[config.mk]
export PLATFORM = sky130hd
export DESIGN_NAME = sram_1rw_ctrl
export DESIGN_NICKNAME = d
export VERILOG_FILES = /design/src/rtl/sram_1rw_ctrl.sv
export SDC_FILE = /design/constraint.sdc
export NUM_CORES = 1
export LEC_CHECK = 0
export CAP_MARGIN = 0
export CORE_ASPECT_RATIO = 0.5
export CORE_MARGIN = 3
export CORE_UTILIZATION = 43
export CTS_CLUSTER_SIZE = 28
export DETAILED_ROUTE_END_ITERATION = 7
export PLACE_DENSITY = 0.79
export SLEW_MARGIN = 30
export SYNTH_ARGS = -nofsm -noshare
export SYNTH_HDL_FRONTEND = slang
export SYNTH_SLANG_ARGS = --single-unit
[constraint.sdc]
create_clock -name clk -period 2.1 [get_ports clk]
set_clock_uncertainty 0.2 [all_clocks]
set_input_delay 0.525 -clock clk [delete_from_list [all_inputs] [get_ports clk]]
set_output_delay 0.525 -clock clk [all_outputs]
set_load 0.005 [all_outputs]
[src/rtl/sram_1rw_ctrl.sv]
// Initiator-side controller for a single-port 1rw SRAM macro: zero-fills the array after
// reset, then turns a valid/ready request stream into macro pins and queues read data.
module sram_1rw_ctrl #(
   parameter int BITS          = 8,
   parameter int WORD_DEPTH    = 512,
   parameter int ADDR_WIDTH    = 9,
   parameter int RESP_DEPTH    = 4,
   parameter int INIT_ON_RESET = 1
) (
   input  logic                  clk,
   input  logic                  reset_in,
   input  logic                  req_valid_in,
   output logic                  req_ready_out,
   input  logic                  req_we_in,
   input  logic [ADDR_WIDTH-1:0] req_addr_in,
   input  logic [BITS-1:0]       req_wdata_in,
   input  logic [BITS-1:0]       req_mask_in,
   output logic                  resp_valid_out,
   input  logic                  resp_ready_in,
   output logic [BITS-1:0]       resp_rdata_out,
   output logic                  init_done_out,
   output logic                  sram_ce_out,
   output logic                  sram_we_out,
   output logic [ADDR_WIDTH-1:0] sram_addr_out,
   output logic [BITS-1:0]       sram_wd_out,
   output logic [BITS-1:0]       sram_w_mask_out,
   input  logic [BITS-1:0]       sram_rd_in
);
   // state | meaning
   // INIT  | zero-filling the array, one word per cycle
   // RUN   | serving requests
   localparam logic [0:0] ST_INIT = 1'b0;
   localparam logic [0:0] ST_RUN  = 1'b1;

   localparam int PTR_W = (RESP_DEPTH > 1) ? $clog2(RESP_DEPTH) : 1;
   localparam int CNT_W = $clog2(RESP_DEPTH + 1);
   localparam logic [ADDR_WIDTH-1:0] LAST_ADDR = ADDR_WIDTH'(WORD_DEPTH - 1);
   localparam logic [ADDR_WIDTH:0]   DEPTH_EXT = (ADDR_WIDTH + 1)'(WORD_DEPTH);
   localparam logic [CNT_W:0]        CREDITS   = (CNT_W + 1)'(RESP_DEPTH);
   localparam logic [PTR_W-1:0]      PTR_LAST  = PTR_W'(RESP_DEPTH - 1);

   logic [0:0]            state;
   logic [ADDR_WIDTH-1:0] init_cnt;
   logic                  pending;
   logic                  pending_oor;
   logic [BITS-1:0]       fifo_mem [RESP_DEPTH];
   logic [PTR_W-1:0]      rd_ptr;
   logic [PTR_W-1:0]      wr_ptr;
   logic [CNT_W-1:0]      count;
   logic [BITS-1:0]       hold_q;
   logic                  run;
   logic                  in_range;
   logic                  credit_ok;
   logic                  accept;
   logic                  push;
   logic                  pop;
   logic [BITS-1:0]       push_data;

   assign run       = (state == ST_RUN) && !reset_in;
   assign in_range  = {1'b0, req_addr_in} < DEPTH_EXT;
   // A read in flight (pending) already owns a FIFO slot.
   assign credit_ok = ({1'b0, count} + {{CNT_W{1'b0}}, pending}) < CREDITS;
   assign req_ready_out = run && (req_we_in || credit_ok);
   assign accept        = req_valid_in && req_ready_out;
   assign init_done_out = run;

   always_comb begin
      sram_ce_out     = 1'b0;
      sram_we_out     = 1'b0;
      sram_addr_out   = '0;
      sram_wd_out     = '0;
      sram_w_mask_out = '0;
      if (!reset_in) begin
         if (state == ST_INIT) begin
            sram_ce_out     = 1'b1;
            sram_we_out     = 1'b1;
            sram_addr_out   = init_cnt;
            sram_w_mask_out = '1;
         end else if (accept && in_range) begin
            sram_ce_out   = 1'b1;
            sram_we_out   = req_we_in;
            sram_addr_out = req_addr_in;
            if (req_we_in) begin
               sram_wd_out     = req_wdata_in;
               sram_w_mask_out = req_mask_in;
            end
         end
      end
   end

   always_ff @(posedge clk or posedge reset_in) begin
      if (reset_in) begin
         state    <= (INIT_ON_RESET != 0) ? ST_INIT : ST_RUN;
         init_cnt <= '0;
      end else if (state == ST_INIT) begin
         if (init_cnt == LAST_ADDR) begin
            state <= ST_RUN;
         end else begin
            init_cnt <= init_cnt + 1'b1;
         end
      end
   end

   always_ff @(posedge clk or posedge reset_in) begin
      if (reset_in) begin
         pending     <= 1'b0;
         pending_oor <= 1'b0;
      end else begin
         pending     <= accept && !req_we_in;
         pending_oor <= !in_range;
      end
   end

   assign push      = pending;
   assign push_data = pending_oor ? '0 : sram_rd_in;
   assign pop       = resp_valid_out && resp_ready_in;

   assign resp_valid_out = (count != '0);
   // Once drained, keep showing the last word presented rather than a stale slot.
   assign resp_rdata_out = resp_valid_out ? fifo_mem[rd_ptr] : hold_q;

   always_ff @(posedge clk) begin
      if (push) begin
         fifo_mem[wr_ptr] <= push_data;
      end
   end

   always_ff @(posedge clk or posedge reset_in) begin
      if (reset_in) begin
         rd_ptr <= '0;
         wr_ptr <= '0;
         count  <= '0;
         hold_q <= '0;
      end else begin
         hold_q <= resp_rdata_out;
         if (push) begin
            wr_ptr <= (wr_ptr == PTR_LAST) ? '0 : wr_ptr + 1'b1;
         end
         if (pop) begin
            rd_ptr <= (rd_ptr == PTR_LAST) ? '0 : rd_ptr + 1'b1;
         end
         if (push && !pop) begin
            count <= count + 1'b1;
         end else if (pop && !push) begin
            count <= count - 1'b1;
         end
      end
   end
endmodule

## After elaboration in Yosys (flattened, before gate mapping)

Memory sizes are Yosys's and may differ from the RTL's.
Cells that the tools add are included.

- Logic and storage cells: 61
- RAM bits: 32
- Bits in registers: 26
- Memories: 1
- Input port bits: 38

Memory list:

| name | depth | bits a word | read ports | clocked after memory_dff | write ports | line | source |
|---|---|---|---|---|---|---|---|
| fifo_mem | 4 | 8 | 1 | 0 | 1 | 46 | `logic [BITS-1:0] fifo_mem [RESP_DEPTH];` |

- Bitwise gates (word level): 2
- $lt $le $gt $ge: 1
- $add $sub $neg: 6
- Muxes and demuxes: 26
- Equality and inequality tests: 3
- Reduce and logical (&&, ||, !) cells: 15

Operators by type and width:

| operator | number |
|---|---|
| 8-bit 2-to-1 mux | 9 |
| 9-bit 2-to-1 mux | 3 |
| 1-bit 2-to-1 mux | 10 |
| 9-bit by 1-bit adder with 9-bit output (second input constant) | 1 |
| 9-bit equality test (second input constant) | 1 |
| 1-bit logical AND | 7 |
| 3-bit 2-to-1 mux | 2 |
| 2-bit by 1-bit adder with 2-bit output (second input constant) | 2 |
| 3-bit by 1-bit adder with 4-bit output | 1 |
| 2-bit equality test (second input constant) | 2 |
| 1-bit logical NOT | 4 |
| 4-bit by 3-bit less-than comparator with 1-bit output (second input constant) | 1 |
| 2-bit 2-to-1 mux | 2 |
| 3-bit by 1-bit adder with 3-bit output (second input constant) | 1 |
| 3-bit nonzero test | 1 |
| 3-bit by 1-bit subtractor with 3-bit output (second input constant) | 1 |
| 1-bit inverter | 2 |
| 2-bit AND reduction | 1 |
| 2-bit nonzero test | 1 |
| 1-bit logical OR | 1 |

## Depth between registers and ports, before layout

- Word-level depth: 8
- Depth in mapped cells: 9
- Depth with buffers taken out: 8

## Worst setup path before layout

Ideal clock, no wire load.

- Path kind: register to register
- From: reg count[1]
- To: reg count[2]
- Path buffers: 1
- Arrival: 1.968 ns
- Library setup time: 0.079 ns
- Cell stages (with the launch flop): 10
- Slack: -0.148 ns
- Cell sequence: dfrtp_1 -> or3_1 -> buf_6 -> nand2_4 -> ha_1 -> inv_1 -> fa_1 -> xor2_1 -> nor2_1 -> xor2_1

- Cells in the longest elaborated chain, start to end: 5

RTL lines:

| what | line | source |
|---|---|---|
| from (decl) | 49 | `logic [CNT_W-1:0] count;` |
| from (signal assigned) | 143 | `count <= count + 1'b1;` |
| from (signal assigned) | 145 | `count <= count - 1'b1;` |
| 3-bit nonzero test * | 118 | `assign resp_valid_out = (count != '0);` |
| named net resp_valid_out | 18 | `output logic resp_valid_out,` |
| 1-bit logical AND * | 116 | `assign pop = resp_valid_out && resp_ready_in;` |
| 1-bit logical NOT | 142 | `if (push && !pop) begin` |
| 1-bit logical AND | 142 |  |
| 3-bit 2-to-1 mux / 2-bit nonzero test (equally long branches) | - |  |

Mark *: on every way through the listed nets, which the timed path passes. The rest lies on a longest branch. The select of a mux whose other input is x is not followed.
A chain may end at the register's enable or synchronous reset.

## Worst setup path in the final report

- From: reg rd_ptr[0]
- To: out resp_rdata_out[5]

- Cells in the longest elaborated chain, start to end: 2

RTL lines:

| what | line | source |
|---|---|---|
| from (decl) | 47 | `logic [PTR_W-1:0] rd_ptr;` |
| from (signal assigned) | 140 | `rd_ptr <= (rd_ptr == PTR_LAST) ? '0 : rd_ptr + 1'b1;` |
| memory 4 x 8 bit | - |  |
| 8-bit 2-to-1 mux | 120 | `assign resp_rdata_out = resp_valid_out ? fifo_mem[rd_ptr] : hold_q;` |
| to (decl) | 20 | `output logic [BITS-1:0] resp_rdata_out,` |

Every way passes these cells.

==> results.txt <==
Number of top-level pins: 76. Of all nets on the critical path, the largest fanout is 4. Ranked by total cell area, the synthesized netlist is headed by sky130_fd_sc_hd__edfxtp_1 (35%), sky130_fd_sc_hd__dfrtp_1 (24%), sky130_fd_sc_hd__mux4_2 (6.5%). The buffer and inverter count on the worst path works out to 3. The kind of critical path is register to output pin. The count of port buffers added during placement is 75. The global-route usage over all layers is 20.5%. The routed length per instance was 19.0 um. The synthesized design spends more area on one cell type than any other, namely sky130_fd_sc_hd__edfxtp_1. Each instance of the synthesized netlist takes up on average 13.7 um^2. Leaving out fill and tap cells, the most frequent cell in the layout is sky130_fd_sc_hd__buf_6. The die footprint was 7450 um^2. TritonCTS built the clock tree. In the layout the commonest cells are sky130_fd_sc_hd__buf_6 (39), sky130_fd_sc_hd__clkdlybuf4s50_1 (34), sky130_fd_sc_hd__edfxtp_1 (32). Setup violations remaining at the end of the flow were counted as 34. The endpoint required time on the critical path was 1.37 ns.

The run gives 3 as the number of H-tree levels. The maximum number of pins on one net before global-route repair came out at 27. The detail route stage leaves a number of antenna-violating nets equal to 0.

For this run the aggregate overflow at the end of global routing stands at 0. For the count of unresolved DRC violations after routing, the log shows 0. The logs give 0 for the count of pins over their slew limit and 2,174 for the total via count after detailed routing. The number of synthesized register bits is 58. For the maximum clock rate, the log shows 0.385 GHz.

The power per standard cell area is 626 nW/um^2, and the initial antenna violation count is 0. Overall power consumption after layout is estimated at 2.80 mW. The signal on the critical path passes through buf_4, buf_6, mux4_2, mux2_4, buf_6. The iteration-0 DRC count of the detailed router was 174. The final reports fail on negative setup slack.

The tools report the placeable core region as 5820 um^2. The cell count after synthesis came out at 201. After detailed placement, the design holds a cell count of 373. For the number of rows created at floorplan, the log shows 19. In this run the static leakage power is 1.92 nW. The via count of the first global-routing pass is 2,246. During synthesis, Yosys emitted a total of 0 warnings.

The clock reaches the later pin of the worst-skew pair after 0.32 ns. The final critical path takes up 124% of the cycle. The logs give 0 for the number of diodes and 2750 um^2 for the combined area of all synthesized cells. Counting the buffers created by CTS gives 9. The tools report the wire length of the first global-routing pass as 11,700 um. Path category of the worst min-delay check: register to register.

The flow ran to the end, but the final reports show violations. The fraction of the mapped netlist area in compound gates was 7.19%; the arrival time at the worst endpoint was 1.87 ns. The buffer depth of the longest clock path is 2. The multiplexer share of the synthesized area was 13.0%. The count of cells in the finished layout, fillers not included, comes to 421. Maximum vdd drop: 564 uV.

The congestion estimate from routability-driven global placement came to 0.870. The simple-gate portion of the synthesized area is 9.41%, and the total half-perimeter wirelength after legalization and detailed placement is 4700 um. The xor/xnor cell area share of the yosys netlist is 3.18%.

Of the cells placed in the final design, the portion with a size suffix greater than 1 is 50.7%. On the worst path, the slowest cell contributes a delay of 0.53 ns. The tools report the count of final hold-check violations as 0. Measured along the x axis, the die boundary spans 119 um. In this run the tightest slew margin relative to its limit is 69.5%. The slowest library cell on the worst path is sky130_fd_sc_hd__mux4_2. For the finished layout, the period the worst path requires is 2.60 ns. The tools report the count of maximum capacitance violations as 0.

Once the floorplan was initialized, standard cells occupied 47.2% of the core. The register area share after synthesis is 58.6%, and the share of synthesized cell area in full adder, half adder and majority cells is 4.37%. Broken down by cell family, the worst path's largest delay share belongs to multiplexers.

STA classifies the critical path startpoint as a register. The slew of the pin with the lowest slew margin was 0.457 ns; the clock transition at the registers of the reported paths was 0.05 ns. The layout has 330 filler cells.

The most repeated library cell on the critical path was sky130_fd_sc_hd__buf_6. The share of the synthesized area in the top cell type is 34.9%. By area, the combinational part of the netlist is dominated by multiplexers. From synthesis to final layout, the design area changed by 62.5%.

The root buffer cell was sky130_fd_sc_hd__clkbuf_16. The average vias per placed instance came out at 5.16. The logs give 248 for the net count after synthesis and 0 for the number of hold buffers added after CTS. The tools report the critical path endpoint category as an output pin. Before antenna repair, the detailed router went through 4 iterations. The die is 62.6 um tall. The clock drives 58 sinks. Setup repair after global routing could not meet its margin everywhere. For the least setup slack across all paths after layout, the log shows -0.497 ns. For the overall routed net length, the log shows 8010 um. The net count of the finished layout is 379.

In this run, distinct cell masters in the synthesized netlist total 30.
[cells in the mapped netlist]
master	instances
sky130_fd_sc_hd__o21ai_0	3
sky130_fd_sc_hd__a31oi_1	1
sky130_fd_sc_hd__buf_2	2
sky130_fd_sc_hd__dfrtp_1	26
sky130_fd_sc_hd__nor2_1	5
sky130_fd_sc_hd__fa_1	1
sky130_fd_sc_hd__xnor2_1	7
sky130_fd_sc_hd__a21o_1	1
sky130_fd_sc_hd__edfxtp_1	32
sky130_fd_sc_hd__mux2_2	5
sky130_fd_sc_hd__nand3_1	4
sky130_fd_sc_hd__mux2_4	8
sky130_fd_sc_hd__ha_1	8
sky130_fd_sc_hd__and4_1	2
sky130_fd_sc_hd__mux4_2	8
sky130_fd_sc_hd__nand4_1	2
sky130_fd_sc_hd__buf_6	2
sky130_fd_sc_hd__nand2b_1	10
sky130_fd_sc_hd__and2_1	13
sky130_fd_sc_hd__nor3_1	1
sky130_fd_sc_hd__o2111ai_1	9
sky130_fd_sc_hd__and3_1	1
sky130_fd_sc_hd__inv_1	16
sky130_fd_sc_hd__a21oi_1	18
sky130_fd_sc_hd__clkbuf_1	7
sky130_fd_sc_hd__nand2_4	1
sky130_fd_sc_hd__nor2_2	1
sky130_fd_sc_hd__xor2_1	3
sky130_fd_sc_hd__nand2_1	3
sky130_fd_sc_hd__or3_1	1
[power breakdown]
| group | switching [mW] | internal, mW | total, mW |
|---|---|---|---|
| sequential | 0 | 1.21 | 1.21 |
| clock | 0.482 | 0.942 | 1.42 |
| combinational | 0.0750 | 0.0927 | 0.168 |
[flip-flops by register name (all words and copies together), names as in the netlist]
signal and cells:
hold_q 8, init_cnt 9, count 3, fifo_mem 32
pending 1, wr_ptr 2, state 1, rd_ptr 2
[stage by stage]
| stage | worst slack (ns) | utilization [%] | TNS [ns] | instance area (um^2) | hold slack, ns |
|---|---|---|---|---|---|
| 2_1_floorplan | -0.0561 | - | -0.104 | 2770 | 0.254 |
| 3_3_place_gp | -0.620 | 64.3 | -20.05 | 3750 | 0.278 |
| 3_5_place_dp | -0.689 | 64.3 | -20.96 | 3750 | 0.280 |
| 4_1_cts | -0.456 | 72.2 | -6.29 | 4210 | 0.305 |
| 5_1_grt | -0.520 | 76.8 | -9.74 | 4470 | 0.320 |
| 6_report | -0.497 | 76.8 | -7.88 | 4470 | 0.302 |
[routing by layer]
layer | GRT usage (%) | wire length [um] | part of all wire (%) | vias to the layer above
met5 | 0 | 0 | 0 | -
met4 | 8.66 | 208 | 2.6 | 0
met3 | 5.79 | 494 | 6.2 | 16
met2 | 36.1 | 4150 | 52 | 80
met1 | 23.7 | 3160 | 39 | 1081
li1 | - | - | - | 997
[logic make-up (layout without fill, tap and decap cells)]
family                   count (synthesis)  count (layout)
AO/OA/AOI/OAI                           32              32
XOR/XNOR                                10              10
adder cells (fa/ha/maj)                  9               9
flip-flops                              58              58
buffers and inverters                   27             163
multiplexers                            21              21
AND/OR/NAND/NOR                         44              44
[what timing repair did]
action	in CTS	in global routing
gates resized for setup	202	45
buffers inserted	20	13
pin swaps	13	14
hold endpoints to repair	0	0
cloned	0	1
setup endpoints to repair	40	37
[cell type report]
cell class                 instances  area (um^2)  share of cell area (%)
clock buffer                      11          243                    5.43
clock inverter                     5         53.8                    1.20
multi-input combinational        116         1240                    27.7
tap                               84          105                    2.35
sequential                        58         1610                    36.1
inverter                          16         60.1                    1.34
timing repair buffer             131         1160                    25.9
[worst register-to-register path, stage by stage (launching register included)]
cell                      delay, ns
sky130_fd_sc_hd__dfrtp_1       0.41
sky130_fd_sc_hd__or3_4         0.39
sky130_fd_sc_hd__buf_6         0.15
sky130_fd_sc_hd__buf_6         0.12
sky130_fd_sc_hd__nand2_4       0.06
sky130_fd_sc_hd__ha_4          0.13
sky130_fd_sc_hd__inv_2         0.03
sky130_fd_sc_hd__fa_2          0.33
sky130_fd_sc_hd__xor2_1        0.14
sky130_fd_sc_hd__nor2_1        0.13
sky130_fd_sc_hd__xor2_1        0.15
[path summary, 6_finish.rpt]
check,cells past startpoint,end,start,slack [ns]
max,5,resp_rdata_out[5],rd_ptr[0]$_DFFE_PP0P_,-0.50
min,1,hold_q[0]$_DFF_PP0_,hold_q[0]$_DFF_PP0_,0.30
max reg2reg,10,count[2]$_DFFE_PP0P_,count[0]$_DFFE_PP0P_,-0.22
min reg2reg,1,hold_q[0]$_DFF_PP0_,hold_q[0]$_DFF_PP0_,0.30
max in group asynchronous,5,rd_ptr[1]$_DFFE_PP0P_,reset_in,1.03
min in group asynchronous,5,init_cnt[3]$_DFFE_PP0P_,reset_in,0.38
(Power assumes the default switching activity.)
==> patch 1, RTL diff (same settings) <==
The parameter `BITS` goes from 8 to 12.
--- a/src/rtl/sram_1rw_ctrl.sv
+++ b/src/rtl/sram_1rw_ctrl.sv
@@ -3,3 +3,3 @@
 module sram_1rw_ctrl #(
-   parameter int BITS          = 8,
+   parameter int BITS          = 12,
    parameter int WORD_DEPTH    = 512,
Ports: changed (6 resized); port bits go from 76 to 100. The function was not compared with the original's and may differ.
==> patch 1 against the unedited design <==
The run still ends with negative setup slack left; hold slack got worse by 0.011 ns; sequential cell count increased by 20; clock power increased by 17%; maximum frequency decreased by 0.66%; routed wire length increased by 31%; area after synthesis increased by 30%; worst setup slack got worse by 0.017 ns; final cell count increased by 24%; design area increased by 30%; sequential power increased by 35%; first-iteration DRC count increased by 14%; via count increased by 27%; power increased by 25%; largest cell class unchanged.
==> patch 1: results (changes against the unedited design) <==
stage,metric,value,unit,change
status,outcome,finished with violations,,
status,failing checks,negative setup slack,,
pwr,peak supply drop,0.0003322,V,-41%
critical_path,worst setup path endpoint,resp_rdata_out[2],,
layout,Seq area share,37.62,%,+1.5 points
placement,PortBufs,99,,+32%
timing,worst setup slack after layout,-0.5139,ns,-0.01727 ns
grt,GRT met2 Usage,38.85,%,+2.8 points
layout,Final Cell Area,5834,sq um,+30%
grt,largest net degree at the start of global routing,17,,-37%
logic_synthesis,largest cells by area after synthesis,"edfxtp_1, dfrtp_1, mux4_2",,
layout,Clock Buffer Count,10,,-1
placement,routability cong.,0.8170,,-6.1%
drt,Detailed Route Iter0 Violations,198,,+14%
layout,top flop regs,"fifo_mem: 48 flops, hold_q: 12 flops, init_cnt: 9 flops",,
logic_synthesis,Post-Synth XOR/XNOR Area,2.454,%,-0.73 points
logic_synthesis,post-synthesis sequential area ratio,61.41,%,+2.8 points
drt,met2 WL,5408,microns,+30%
drt,via-per-instance ratio,5.275,,+2.2%
layout,"Buffers, non-clock",168,,+28%
grt,vias in the first global route,2874,,+28%
timing,Finish-stage setup viols,50,,+47%
drt,drt wl/cell,20.04,microns,+5.3%
logic_synthesis,"EDFF count, synth",48,,+50%
logic_synthesis,Syn Nets,304,,+23%
critical_path,reg-to-reg setup timing slack,-0.38,ns,-0.16 ns
[patch 1: cell types whose count changed after synthesis, moves of 3 or more]
cell / change
edfxtp_1: +16
a21oi_1: +4
and2_1: +4
dfrtp_1: +4
inv_1: +4
mux4_1: +4
clkbuf_1: +3
mux2_2: +3
[patch 1: critical path, stage by stage (launching register included)]
cell     delay, ns
dfrtp_1       0.40
buf_4         0.14
or3_4         0.41
buf_12        0.17
mux2_4        0.32
buf_6         0.12
[patch 1: timing repair]
item | in CTS | in global routing
cloned | 5 | 0
endpoints found under the setup margin | 52 | 57
hold endpoints to repair | 0 | 0
gates resized for setup | 300 | 37
pin swaps | 25 | 20
setup buffers | 34 | 13
[patch 1: power breakdown]
part / internal (mW) / total [mW] / leakage [nW] / switching [mW]
Clock: 1.05 / 1.66 / 0.157 / 0.607
Sequential: 1.63 / 1.63 / 0.833 / 0
Combinational: 0.119 / 0.216 / 1.46 / 0.0972
Total: 2.80 / 3.50 / 2.45 / 0.704
==> patch 2, RTL diff (same flow settings) <==
Made on the original files. Take the reset off `hold_q` and load it in a clocked block of its own.
--- a/src/rtl/sram_1rw_ctrl.sv
+++ b/src/rtl/sram_1rw_ctrl.sv
@@ -132,5 +132,3 @@
          count  <= '0;
-         hold_q <= '0;
       end else begin
-         hold_q <= resp_rdata_out;
          if (push) begin
@@ -148,2 +146,6 @@
    end
+
+   always_ff @(posedge clk) begin
+      hold_q <= resp_rdata_out;
+   end
 endmodule
Function: no difference found for any inputs over 10 cycles, from zero or initial values and one cycle with reset_in high; that may be too few to reach the edited logic, so the function may still have changed.
==> patch 2 against the unedited design <==
The flow still finishes with violations (negative setup slack); final cell count grew 0.71%; worst setup slack lost 0.0030 ns; power grew 6.9%; register-to-register slack lost 0.11 ns; first-iteration DRC count shrank 25%; sequential share of layout area shrank 1.5 points; critical path depth is the same; sequential cell count is the same; synthesized cell count is the same; routed wire length shrank 7.2%; non-clock buffer count grew 3; design area grew 1.7%; die area shrank 1.3%; area after synthesis shrank 1.5%; critical path type unchanged; highest routed layer unchanged.
==> patch 2: results (changes against the unedited design) <==
stage,metric,value,unit,change
critical_path,crit path max fanout,3,,-1
grt,largest net degree at the start of global routing,20,,-26%
timing,Hold WS,0.2798,ns,-0.02249 ns
cts,clk root buf,clkbuf_16,,
critical_path,CP Data Arrival Time,1.87,ns,about the same
timing,Finish-stage setup viols,41,,+21%
layout,nets@finish,382,,+0.79%
placement,PortBufs,75,,unchanged
grt,GRT Overall Usage,20.12,%,-0.40 points
pwr,peak supply drop,0.0005029,V,-11%
cts,CTS Buffer Depth,2,,unchanged
status,outcome,finished with violations,,
logic_synthesis,"Distinct cells, synth",31,,+3.3%
logic_synthesis,largest cells by area after synthesis,"edfxtp_1, dfrtp_1, mux4_2",,
logic_synthesis,"EDFF count, synth",32,,unchanged
grt,met1 Use GR,22.56,%,-1.1 points
timing,worst setup slack after layout,-0.4997,ns,-0.002982 ns
timing,Least-Margin Pin Slew,0.4678,ns,+0.01054 ns
grt,antenna violations before repair,0,,unchanged
drt,drt wl/cell,17.54,microns,-7.9%
logic_synthesis,asr flop ratio synth,31.03,%,-14 points
grt,met3 global-route usage,6.890,%,+1.1 points
logic_synthesis,Syn Nets,248,,unchanged
grt,first-pass GRT wire length,11390,microns,-2.9%
cts,worst-skew pair later-pin latency,0.32,ns,about the same
logic_synthesis,most instantiated cells after synthesis,"edfxtp_1, a21oi_1, dfrtp_1, inv_1, and2_1",,
status,failing checks,negative setup slack,,
drt,total number of vias,2124,,-2.3%
cts,Worst-path clk slew,0.05,ns,about the same
placement,DP HPWL,4398,microns,-6.4%
grt,GRT met2 Usage,36.18,%,+0.13 points
placement,Placement Setup Slack,-0.6669,ns,+0.02180 ns
grt,vias in the first global route,2274,,+1.2%
placement,routability cong.,0.7388,,-15%
critical_path,reg-to-reg setup timing slack,-0.33,ns,-0.11 ns
drt,Detailed Route Iter0 Violations,131,,-25%
logic_synthesis,post-synthesis sequential area ratio,57.96,%,-0.61 points
timing,Fin Setup TNS,-10.47,ns,-2.591 ns
layout,ant diodes,0,,unchanged
layout,layout cell share with drive strength beyond 1,52.06,%,+1.3 points
pwr,static leakage,1.913,nW,-0.38%
## patch 2: final timing paths
path,startpoint,to,depth (start not counted)
setup / recovery,rd_ptr[0]$_DFFE_PP0P_,resp_rdata_out[2],5
hold / removal,hold_q[7]$_DFF_P_,hold_q[7]$_DFF_P_,1
setup reg to reg,count[1]$_DFFE_PP0P_,count[2]$_DFFE_PP0P_,11
hold reg to reg,hold_q[7]$_DFF_P_,hold_q[7]$_DFF_P_,1
max in group asynchronous,reset_in,wr_ptr[1]$_DFFE_PP0P_,5
min in group asynchronous,reset_in,init_cnt[0]$_DFFE_PP0P_,5
## patch 2: per-stage QoR
stage / cell area [sq um] / power (mW) / instances
6_report: 4546 / 2.990 / 424
5_1_grt: 4546 / 3.086 / 424
4_1_cts: 4342 / 2.993 / 418
3_5_place_dp: 3736 / 1.371 / 377
3_3_place_gp: 3736 / 1.367 / 377
2_1_floorplan: 2730 / 1.252 / 201
## patch 2: what timing repair did
action,in CTS,in global routing
pin swaps,18,14
gates cloned,2,0
endpoints found under the setup margin,40,40
resized for setup,214,43
setup buffers,23,10
## patch 2: critical path, stage by stage, from the launching register on
cell	delay [ns]
dfrtp_1	0.43
buf_6	0.14
buf_6	0.09
mux4_2	0.49
mux2_4	0.28
buf_6	0.12
## patch 2: kinds of logic (layout without fill, tap and decap cells)
logic type / count (synthesis) / after routing / share of synthesized area, %
compound gates: 32 / 32 / 7.292
xor+xnor: 10 / 10 / 3.230
fa+ha+maj: 9 / 9 / 4.430
buf+inv: 26 / 165 / 4.291
flops: 58 / 58 / 57.96
mux: 21 / 21 / 13.15
simple gates: 45 / 45 / 9.645
## patch 2: area by class of cell
type	instances	area (sq um)
clock inverter	7	107.6
multi-input combinational	117	1277
timing repair buffer	134	1202
fill	328	1231
tap	84	105.1
sequential	58	1572
inverter	15	56.30
clock buffer	9	225.2
## patch 2: per-layer routing
layer  vias up  share of wire [%]
met5         -                  0
met4         0                2.0
met3        12                3.9
met2        60                 55
met1      1054                 39
li1        998                  -
## patch 2: power by group
part | internal, mW | switching (mW) | total, mW
Sequential | 1.20 | 0 | 1.20
Combinational | 0.0975 | 0.0734 | 0.171
Clock | 1.14 | 0.473 | 1.62
